--- src/rtl/display_scan_controller.sv ---
// Two-digit common-anode scan controller: synchronises and debounces a 4-bit value, splits it into
// tens/units and time-multiplexes both digits onto one decode bus with blanking gaps between them.
module display_scan_controller #(
  parameter int unsigned REFRESH_CYCLES = 27000,
  parameter int unsigned BLANK_CYCLES   = 16,
  parameter int unsigned STABLE_CYCLES  = 270000,
  parameter int unsigned SYNC_STAGES    = 2,
  parameter bit          LZ_BLANK       = 1'b1
) (
  input  logic       clk,
  input  logic       rst,
  input  logic [3:0] binary_code,
  output logic [3:0] digit_code,
  output logic [1:0] anode,
  output logic       frame_tick,
  output logic [3:0] value_accepted
);

  localparam int unsigned PhaseMax = (REFRESH_CYCLES > BLANK_CYCLES) ? REFRESH_CYCLES
                                                                     : BLANK_CYCLES;
  localparam int unsigned PhaseW   = $clog2(PhaseMax);
  localparam int unsigned StW      = $clog2(STABLE_CYCLES + 1);

  localparam logic [PhaseW-1:0] RefreshLast = PhaseW'(REFRESH_CYCLES - 1);
  localparam logic [PhaseW-1:0] BlankLast   = PhaseW'(BLANK_CYCLES - 1);
  localparam logic [StW-1:0]    StableLast  = StW'(STABLE_CYCLES - 1);

  typedef enum logic [1:0] {StUnitsOn, StBlankU, StTensOn, StBlankT} state_e;

  function automatic logic [3:0] units_of(input logic [3:0] v);
    return (v >= 4'd10) ? (v - 4'd10) : v;
  endfunction

  function automatic logic [3:0] tens_of(input logic [3:0] v);
    return (v >= 4'd10) ? 4'd1 : 4'd0;
  endfunction

  logic [SYNC_STAGES-1:0][3:0] sync_q, sync_d;
  logic [3:0]                  cand_q, cand_d;
  logic [StW-1:0]              cnt_q, cnt_d;
  logic [3:0]                  acc_q, acc_d;
  logic [3:0]                  frame_q, frame_d;
  state_e                      state_q, state_d;
  logic [PhaseW-1:0]           phase_q, phase_d;
  logic [3:0]                  digit_q, digit_d;
  logic [1:0]                  anode_q, anode_d;
  logic                        tick_q, tick_d;
  logic [3:0]                  s;
  logic                        phase_last;

  assign s = sync_q[SYNC_STAGES-1];

  always_comb begin
    sync_d[0] = binary_code;
    for (int i = 1; i < SYNC_STAGES; i++) begin
      sync_d[i] = sync_q[i-1];
    end
  end

  // The sample that loads the candidate counts as the first stable sample, so a value is
  // accepted on the STABLE_CYCLES-th consecutive equal sample.
  always_comb begin
    cand_d = cand_q;
    cnt_d  = cnt_q;
    acc_d  = acc_q;
    if (s != cand_q) begin
      cand_d = s;
      cnt_d  = '0;
    end else if (cnt_q != StableLast) begin
      cnt_d = cnt_q + StW'(1);
    end
    if (cnt_d == StableLast) begin
      acc_d = s;
    end
  end

  always_comb begin
    phase_last = ((state_q == StUnitsOn) || (state_q == StTensOn)) ? (phase_q == RefreshLast)
                                                                   : (phase_q == BlankLast);
    state_d = state_q;
    phase_d = phase_q + PhaseW'(1);
    frame_d = frame_q;
    digit_d = digit_q;
    anode_d = anode_q;
    tick_d  = 1'b0;
    if (phase_last) begin
      phase_d = '0;
      unique case (state_q)
        StBlankT: begin
          state_d = StUnitsOn;
          frame_d = acc_q;
          digit_d = units_of(acc_q);
          anode_d = 2'b10;
          tick_d  = 1'b1;
        end
        StUnitsOn: begin
          state_d = StBlankU;
          anode_d = 2'b11;
        end
        StBlankU: begin
          state_d = StTensOn;
          digit_d = tens_of(frame_q);
          anode_d = (LZ_BLANK && (tens_of(frame_q) == 4'd0)) ? 2'b11 : 2'b01;
        end
        StTensOn: begin
          state_d = StBlankT;
          anode_d = 2'b11;
        end
        default: ;
      endcase
    end
  end

  always_ff @(posedge clk or posedge rst) begin
    if (rst) begin
      sync_q  <= '0;
      cand_q  <= '0;
      cnt_q   <= '0;
      acc_q   <= '0;
      frame_q <= '0;
      state_q <= StBlankT;
      phase_q <= '0;
      digit_q <= '0;
      anode_q <= 2'b11;
      tick_q  <= 1'b0;
    end else begin
      sync_q  <= sync_d;
      cand_q  <= cand_d;
      cnt_q   <= cnt_d;
      acc_q   <= acc_d;
      frame_q <= frame_d;
      state_q <= state_d;
      phase_q <= phase_d;
      digit_q <= digit_d;
      anode_q <= anode_d;
      tick_q  <= tick_d;
    end
  end

  assign digit_code     = digit_q;
  assign anode          = anode_q;
  assign frame_tick     = tick_q;
  assign value_accepted = acc_q;

endmodule

--- config.mk ---
export PLATFORM = sky130hd
export DESIGN_NAME = display_scan_controller
export DESIGN_NICKNAME = d
export VERILOG_FILES = /design/src/rtl/display_scan_controller.sv
export SDC_FILE = /design/constraint.sdc
export NUM_CORES = 1
export LEC_CHECK = 0
export CAP_MARGIN = 10
export CORE_UTILIZATION = 30
export DETAILED_ROUTE_END_ITERATION = 16
export GPL_ROUTABILITY_DRIVEN = 1
export PLACE_DENSITY_LB_ADDON = 0.25
export SYNTH_ARGS = -nofsm -noshare
export SYNTH_HDL_FRONTEND = slang
export SYNTH_SLANG_ARGS = --single-unit
--- constraint.sdc ---
create_clock -name clk -period 4.65 [get_ports clk]
set_clock_uncertainty 0.1 [all_clocks]
set_input_delay 0.93 -clock clk [delete_from_list [all_inputs] [get_ports clk]]
set_output_delay 0.93 -clock clk [all_outputs]
set_load 0.05 [all_outputs]
==> flow_summary.toml, run 1 <==
[outcome]
outcome = "finished, final reports clean"

[synth]
ys.warnings.count = 0
synth-edff-count = 0
synthCells = 291
synthArstFlopShare = 1.00
mappedNetlistArea_um2 = 3010
synth-seq-cells = 62
ys_seq_area_frac = 0.517
synthTopCellsByCount = "58 x sky130_fd_sc_hd__dfrtp_1, 40 x sky130_fd_sc_hd__nor2_1, 20 x sky130_fd_sc_hd__nand3_1"
leading_cell_type_by_number_of_instances_after_synthesis = "sky130_fd_sc_hd__dfrtp_1"
post_synth_main_area_contributors = "sky130_fd_sc_hd__dfrtp_1 48%, sky130_fd_sc_hd__xnor2_1 5.5%, sky130_fd_sc_hd__nor2_1 5.0%"
synth-main-ff-cell = "sky130_fd_sc_hd__dfrtp_1"
yosys.area.top_type_share = 0.482
netlist.top_cell.by_area = "sky130_fd_sc_hd__dfrtp_1"
post_synth_num_cell_types = 48
avgSynthCellArea_um2 = 10.3
mappedNetlistNets = 304

[detailed_routing]
drc_errors = 0
viasPerCell = 4.68
routed-wl-met3_um = 153
detail_route.first_pass.iterations = 4
postRouteWirelength_um = 5580
drt_iter0_drc = 93
drtAntennaViolNets = 0
vias = 2091
routed.top_layer = "met4"
total_met2_wirelength_after_detailed_routing_um = 2440
detail_route.wl_per_cell_um = 12.5
met1_length_um = 2870

[clock_tree]
post-cts-setup-buffer-count = 0
cts_tree = "done"
insertion_delay_ps = 340
path_clk_slew_ps = 70
clock_tree.root_cell = "sky130_fd_sc_hd__clkbuf_8"
numClockSinks = 62
cts_hold_buffers = 0
cts_buffers = 9
htree_levels = 3
cts_resized = 0
ctsLongestPathBuffers = 2

[power_and_ir_drop]
leakagePower_nw = 1.44
power_switching_uw = 223
internal_power_uw = 787
power_frac_clock = 0.432
share_comb_of_total_power = 0.025
vdd_ir_drop_max_mv = 0.156
swShare = 0.221
p_seq_frac = 0.544
total_power_mw = 1.01
power.density_cell_area_nw_per_um2 = 289

[floorplanning]
floorplan_die_area_um2 = 10400
ios = 17
floorplan.rows = 36
design.core.area_um2 = 9730
die_w_um = 102
die_height_um = 102
floorplan.initialDensity = 0.309

[global_routing]
grt_pass1_wl_um = 9220
grt_antenna_before_repair = 0
grt.total_usage = 0.117
grt_overflow_total = 0
grt_max_degree = 40
grt_pass1_vias = 1930

[critical_path]
arrival_time_at_the_worst_endpoint_ps = 1660
worstPathMaxFanout = 2
setup.worst_path.start = "anode[1]"
critical_path.slowest_cell = "sky130_fd_sc_hd__clkdlybuf4s50_1"
worst-path-buf-inv = 1
worst_setup_path_end_kind = "output pin"
slack_of_the_worst_reg_to_reg_path_ps = 2020
crit-reg2reg-capture = "value_accepted[1]"
critical_path.top_delay_family = "buffers and inverters"
critical_path_class = "reg -> out"
critical_path.max_stage_delay_ps = 800
endpoint = "anode[1]"
r2r_cells = 7
cp_data_required_time_ps = 3620
worst_setup_path_start_kind = "flip-flop"
crit_path_cell_trace = "clkdlybuf4s50_1"
reg2reg_from = "cnt_q[0]"
critical_path_depth = 1

[finish]
n_antenna_cell = 0
layout-drive-gt1-share = 0.134
fill_cells = 1007
syn2layout_area_growth_pct = 16.1
finalNetCount = 323

[timing]
clock_period_minus_worst_slack_ps = 2690
final.period_utilization = 0.579
relSlewSlack = 0.454
timing.setup.tns_ps = 0
timing.final.hold_violations = 0
max_freq_ghz = 0.371
grt_setup_unrepaired = "no"
max_slew.worst_pin.slew_ps = 817
report.final.slew_viol_count = 0
final-setup-viol-count = 0

[flow_run]
max_cap_viol_count = 0

[placed_design]
routabilityCongestion = 0.787
port_buffers = 16
hpwlAfterDp_um = 3870

[min_path]
min_path_type = "reg -> reg"
-- metal layers --
layer	global-route usage	vias to the layer above
met2	0.169	22
li1	-	1049
met5	0	-
met1	0.161	1010
met4	0.0692	0
met3	0.0267	10
-- stage by stage --
step | instance area (µm²) | hold WS [ps] | util | worst slack, ps | std cells
after detailed placement | 3310 | 235 | 0.340 | 2020 | 432
after CTS | 3490 | 249 | 0.359 | 1930 | 447
final | 3490 | 249 | 0.359 | 1960 | 447
after global placement | 3310 | 232 | 0.340 | 2070 | 432
after floorplan | 3010 | 231 | - | 2090 | 291
after global routing | 3490 | 255 | 0.359 | 1860 | 447
-- cell families after synthesis --
logic type | synth area share
AND/OR/NAND/NOR | 0.225
multiplexers | 0.0287
adder cells (fa/ha/maj) | 0.0291
flip-flops | 0.517
buffers and inverters | 0.0391
AO/OA/AOI/OAI | 0.0736
XOR/XNOR | 0.0873
-- state kept, by name, indices dropped and copies added, names as in the netlist --
signal,flops
cand_q,4
sync_d,4
s,4
digit_code,4
frame_q,3
phase_q,15
cnt_q,19
anode,2
state_q,2
value_accepted,4
frame_tick,1
-- final cells by class --
type | count | area [µm²] | area share
multi-input combinational | 201 | 1340 | 0.384
sequential | 62 | 1560 | 0.445
clock buffer | 12 | 165 | 0.0473
inverter | 17 | 63.8 | 0.0183
tap | 133 | 166 | 0.0476
timing repair buffer | 19 | 183 | 0.0523
clock inverter | 3 | 18.8 | 0.00537
-- worst min-delay path by stage --
stage,start,endpoint,slack (ps),depth (start not counted)
floorplan,sync_d[4],s[0],230,0
global placement,sync_d[6],s[2],230,0
detailed placement,sync_d[5],s[1],230,0
CTS,sync_d[5],s[1],250,0
global route,sync_d[4],s[0],260,0
finish,sync_d[5],s[1],250,0
-- worst reg2reg max path: stages (launching register included) --
cell                       delay (ps)
sky130_fd_sc_hd__dfrtp_1          480
sky130_fd_sc_hd__nand4_4          180
sky130_fd_sc_hd__or4_4            560
sky130_fd_sc_hd__or3_1            340
sky130_fd_sc_hd__a211oi_2         280
sky130_fd_sc_hd__nor4bb_2          90
sky130_fd_sc_hd__nand4b_2         160
sky130_fd_sc_hd__mux2_2           350
-- placed cells by master, fill, tap and decap left out, types with 2 or more instances in the layout --
cell type and instances:
sky130_fd_sc_hd__dfrtp_1 58, sky130_fd_sc_hd__nor2_1 40, sky130_fd_sc_hd__nand3_1 20, sky130_fd_sc_hd__xnor2_1 19, sky130_fd_sc_hd__inv_1 16, sky130_fd_sc_hd__clkdlybuf4s50_1 16
sky130_fd_sc_hd__nand2_1 14, sky130_fd_sc_hd__o21ai_0 13, sky130_fd_sc_hd__clkbuf_8 12, sky130_fd_sc_hd__xor2_1 11, sky130_fd_sc_hd__nor3_1 8, sky130_fd_sc_hd__a21oi_1 8
sky130_fd_sc_hd__ha_1 7, sky130_fd_sc_hd__nand4_1 6, sky130_fd_sc_hd__nor4_1 5, sky130_fd_sc_hd__mux2_2 5, sky130_fd_sc_hd__and3_1 4, sky130_fd_sc_hd__dfstp_2 4
sky130_fd_sc_hd__o211ai_1 3, sky130_fd_sc_hd__or3_1 3, sky130_fd_sc_hd__or3_2 3, sky130_fd_sc_hd__mux2i_1 3, sky130_fd_sc_hd__o2bb2ai_1 3, sky130_fd_sc_hd__buf_4 3
sky130_fd_sc_hd__and4_1 2, sky130_fd_sc_hd__nor2b_1 2, sky130_fd_sc_hd__nand4_4 2, sky130_fd_sc_hd__and2_1 2, sky130_fd_sc_hd__clkinv_2 2
-- power groups by stage --
| stage | Clock (mW) | Combinational, mW | Sequential (mW) |
|---|---|---|---|
| detailed placement | 0 | 0.0264 | 0.559 |
| global route | 0.477 | 0.0292 | 0.549 |
| CTS | 0.455 | 0.0265 | 0.549 |
| finish | 0.436 | 0.0249 | 0.549 |
| floorplan | 0 | 0.0176 | 0.558 |
| global placement | 0 | 0.0263 | 0.559 |
Note: power is estimated with default switching activity, not from simulation.
==> run 2, diff against run 1 <==
==> constraint.sdc (replaced) <==
create_clock -name clk -period 2.6 [get_ports clk]
set_clock_uncertainty 0.1 [all_clocks]
set_input_delay 0.52 -clock clk [delete_from_list [all_inputs] [get_ports clk]]
set_output_delay 0.52 -clock clk [all_outputs]
set_load 0.05 [all_outputs]
==> run 2 against run 1 <==
  * Sequential share of layout area decreased by 1.6 points
  * Largest cell class unchanged
  * Via count rose by 1.6%
  * Routed wire length is 2.9% higher
  * Register-to-register slack got worse by 1900 ps
  * Final area grew 4.2%
  * Highest routed layer unchanged
  * Worst setup slack worse by 1900 ps
  * Count of clock-buffer cells in the layout fell by 1
  * Core utilization is 1.5 points higher
  * Combinational power increased by 100%
==> flow_summary.toml, run 2 (same netlist as run 1, synthesis figures left out) <==
[critical_path]
arrival_time_at_the_worst_endpoint_ps = 2630
critical_path.slowest_cell = "sky130_fd_sc_hd__or4_4"
worst_setup_path_end_kind = "flip-flop"
critical_path.max_stage_delay_ps = 540
critical_path.top_delay_family = "simple AND/OR/NAND/NOR gates"
setup.worst_path.start = "cnt_q[0]"
r2r_cells = 7
crit_path_cell_trace = "nand4_4 > or4_4 > or3_1 > a211oi_2 > nor4bb_2 > nand4b_2 > mux2_2"
cp_data_required_time_ps = 2730
reg2reg_from = "cnt_q[0]"
worstPathMaxFanout = 5
worst-path-buf-inv = 0
critical_path_class = "reg -> reg"
crit-reg2reg-capture = "value_accepted[1]"
worst_setup_path_start_kind = "flip-flop"
slack_of_the_worst_reg_to_reg_path_ps = 100

[detailed_routing]
drtAntennaViolNets = 0
drt_iter0_drc = 102
viasPerCell = 4.63
detail_route.wl_per_cell_um = 12.5
drc_errors = 0
detail_route.first_pass.iterations = 5
vias = 2124
postRouteWirelength_um = 5740

[floorplanning]
floorplan.initialDensity = 0.309
die_w_um = 102
design.core.area_um2 = 9730
floorplan_die_area_um2 = 10400
floorplan.rows = 36
ios = 17
die_height_um = 102

[power_and_ir_drop]
leakagePower_nw = 1.49
total_power_mw = 1.88
power.density_cell_area_nw_per_um2 = 517
vdd_ir_drop_max_mv = 0.203

[global_routing]
grt.total_usage = 0.124
grt_overflow_total = 0
grt_antenna_before_repair = 0
grt_pass1_vias = 2012
grt_max_degree = 63
grt_pass1_wl_um = 9690

[flow_run]
max_cap_viol_count = 0

[clock_tree]
cts_buffers = 9
numClockSinks = 62
clock_tree.root_cell = "sky130_fd_sc_hd__clkbuf_8"
cts_tree = "done"
ctsLongestPathBuffers = 2
path_clk_slew_ps = 70
cts_hold_buffers = 0
htree_levels = 3
insertion_delay_ps = 340

[finish]
top_reg_by_flops = "cnt_q"
top_library_cells_by_usage_in_the_layout_fill_and_taps_aside = "53 x sky130_fd_sc_hd__dfrtp_1, 40 x sky130_fd_sc_hd__nor2_1, 20 x sky130_fd_sc_hd__nand3_1, 18 x sky130_fd_sc_hd__xnor2_1"
finish.instance_area_um2 = 3640
finalNetCount = 334
n_antenna_cell = 0
layout_commonest_cell = "sky130_fd_sc_hd__dfrtp_1"
fill_cells = 990
top_regs = "cnt_q x19, phase_q x15"
layout-drive-gt1-share = 0.190
syn2layout_area_growth_pct = 21.0
largest_register_ffs = 19

[timing]
clock_period_minus_worst_slack_ps = 2500
final.period_utilization = 0.961
max_freq_ghz = 0.400
timing.setup.tns_ps = 0
final-setup-viol-count = 0
relSlewSlack = 0.668
max_slew.worst_pin.slew_ps = 497
worst_slack_ps = 102
report.final.slew_viol_count = 0
timing.final.hold_violations = 0

[min_path]
worstHoldPathCells = 0
min_path_type = "reg -> reg"
min-delay-start = "sync_d[5]"
worstHoldEndpoint = "s[1]"

[outcome]
outcome = "finished, final reports clean"

[placed_design]
routabilityCongestion = 0.808
dpl_worst_slack_ps = 30.6
hpwlAfterDp_um = 3930
port_buffers = 16
detailed_place.area_um2 = 3390
run 2: cell count changes in the layout (fill, tap and decap cells not counted), sizes merged:
cell / before / now
buf: 3 / 14
clkinvlp: 0 / 2
bufinv: 0 / 1
clkbuf: 12 / 11
clkinv: 3 / 2
run 2: where the power goes:
group	internal, mW	switching [mW]
combinational	0.0201	0.0307
clock	0.469	0.383
sequential	0.975	0.00668
total	1.46	0.421
run 2: worst max-delay path by stage:
stage | end | cells after the start
after detailed placement | value_accepted[1] | 7
final | value_accepted[1] | 7
after floorplan | value_accepted[3] | 7
after global placement | value_accepted[3] | 7
after CTS | value_accepted[2] | 8
after global routing | value_accepted[1] | 8
run 2: what timing repair did:
action                                  4_1_cts  5_1_grt
buffers inserted                              0        2
endpoints found under the setup margin        0        4
gates resized for setup                       0       10
run 2: metrics by stage:
stage          utilization  hold slack, ps  cells
2_1_floorplan            -             231    291
3_3_place_gp         0.349             234    441
3_5_place_dp         0.349             239    441
4_1_cts              0.369             255    457
5_1_grt              0.374             262    459
6_report             0.374             252    459
run 2: cell type report:
| class | count | area (µm²) | area share |
|---|---|---|---|
| clock buffer | 11 | 141 | 0.0388 |
| timing repair buffer | 30 | 278 | 0.0763 |
| clock inverter | 5 | 58.8 | 0.0162 |
| multi-input combinational | 201 | 1370 | 0.376 |
| inverter | 17 | 63.8 | 0.0175 |
| sequential | 62 | 1560 | 0.429 |
| tap | 133 | 166 | 0.0457 |
run 2: metal layers:
layer  GRT usage  part of all wire
met3      0.0328             0.039
met4      0.0560             0.016
met2       0.177              0.43
met5           0                 0
met1       0.175              0.52
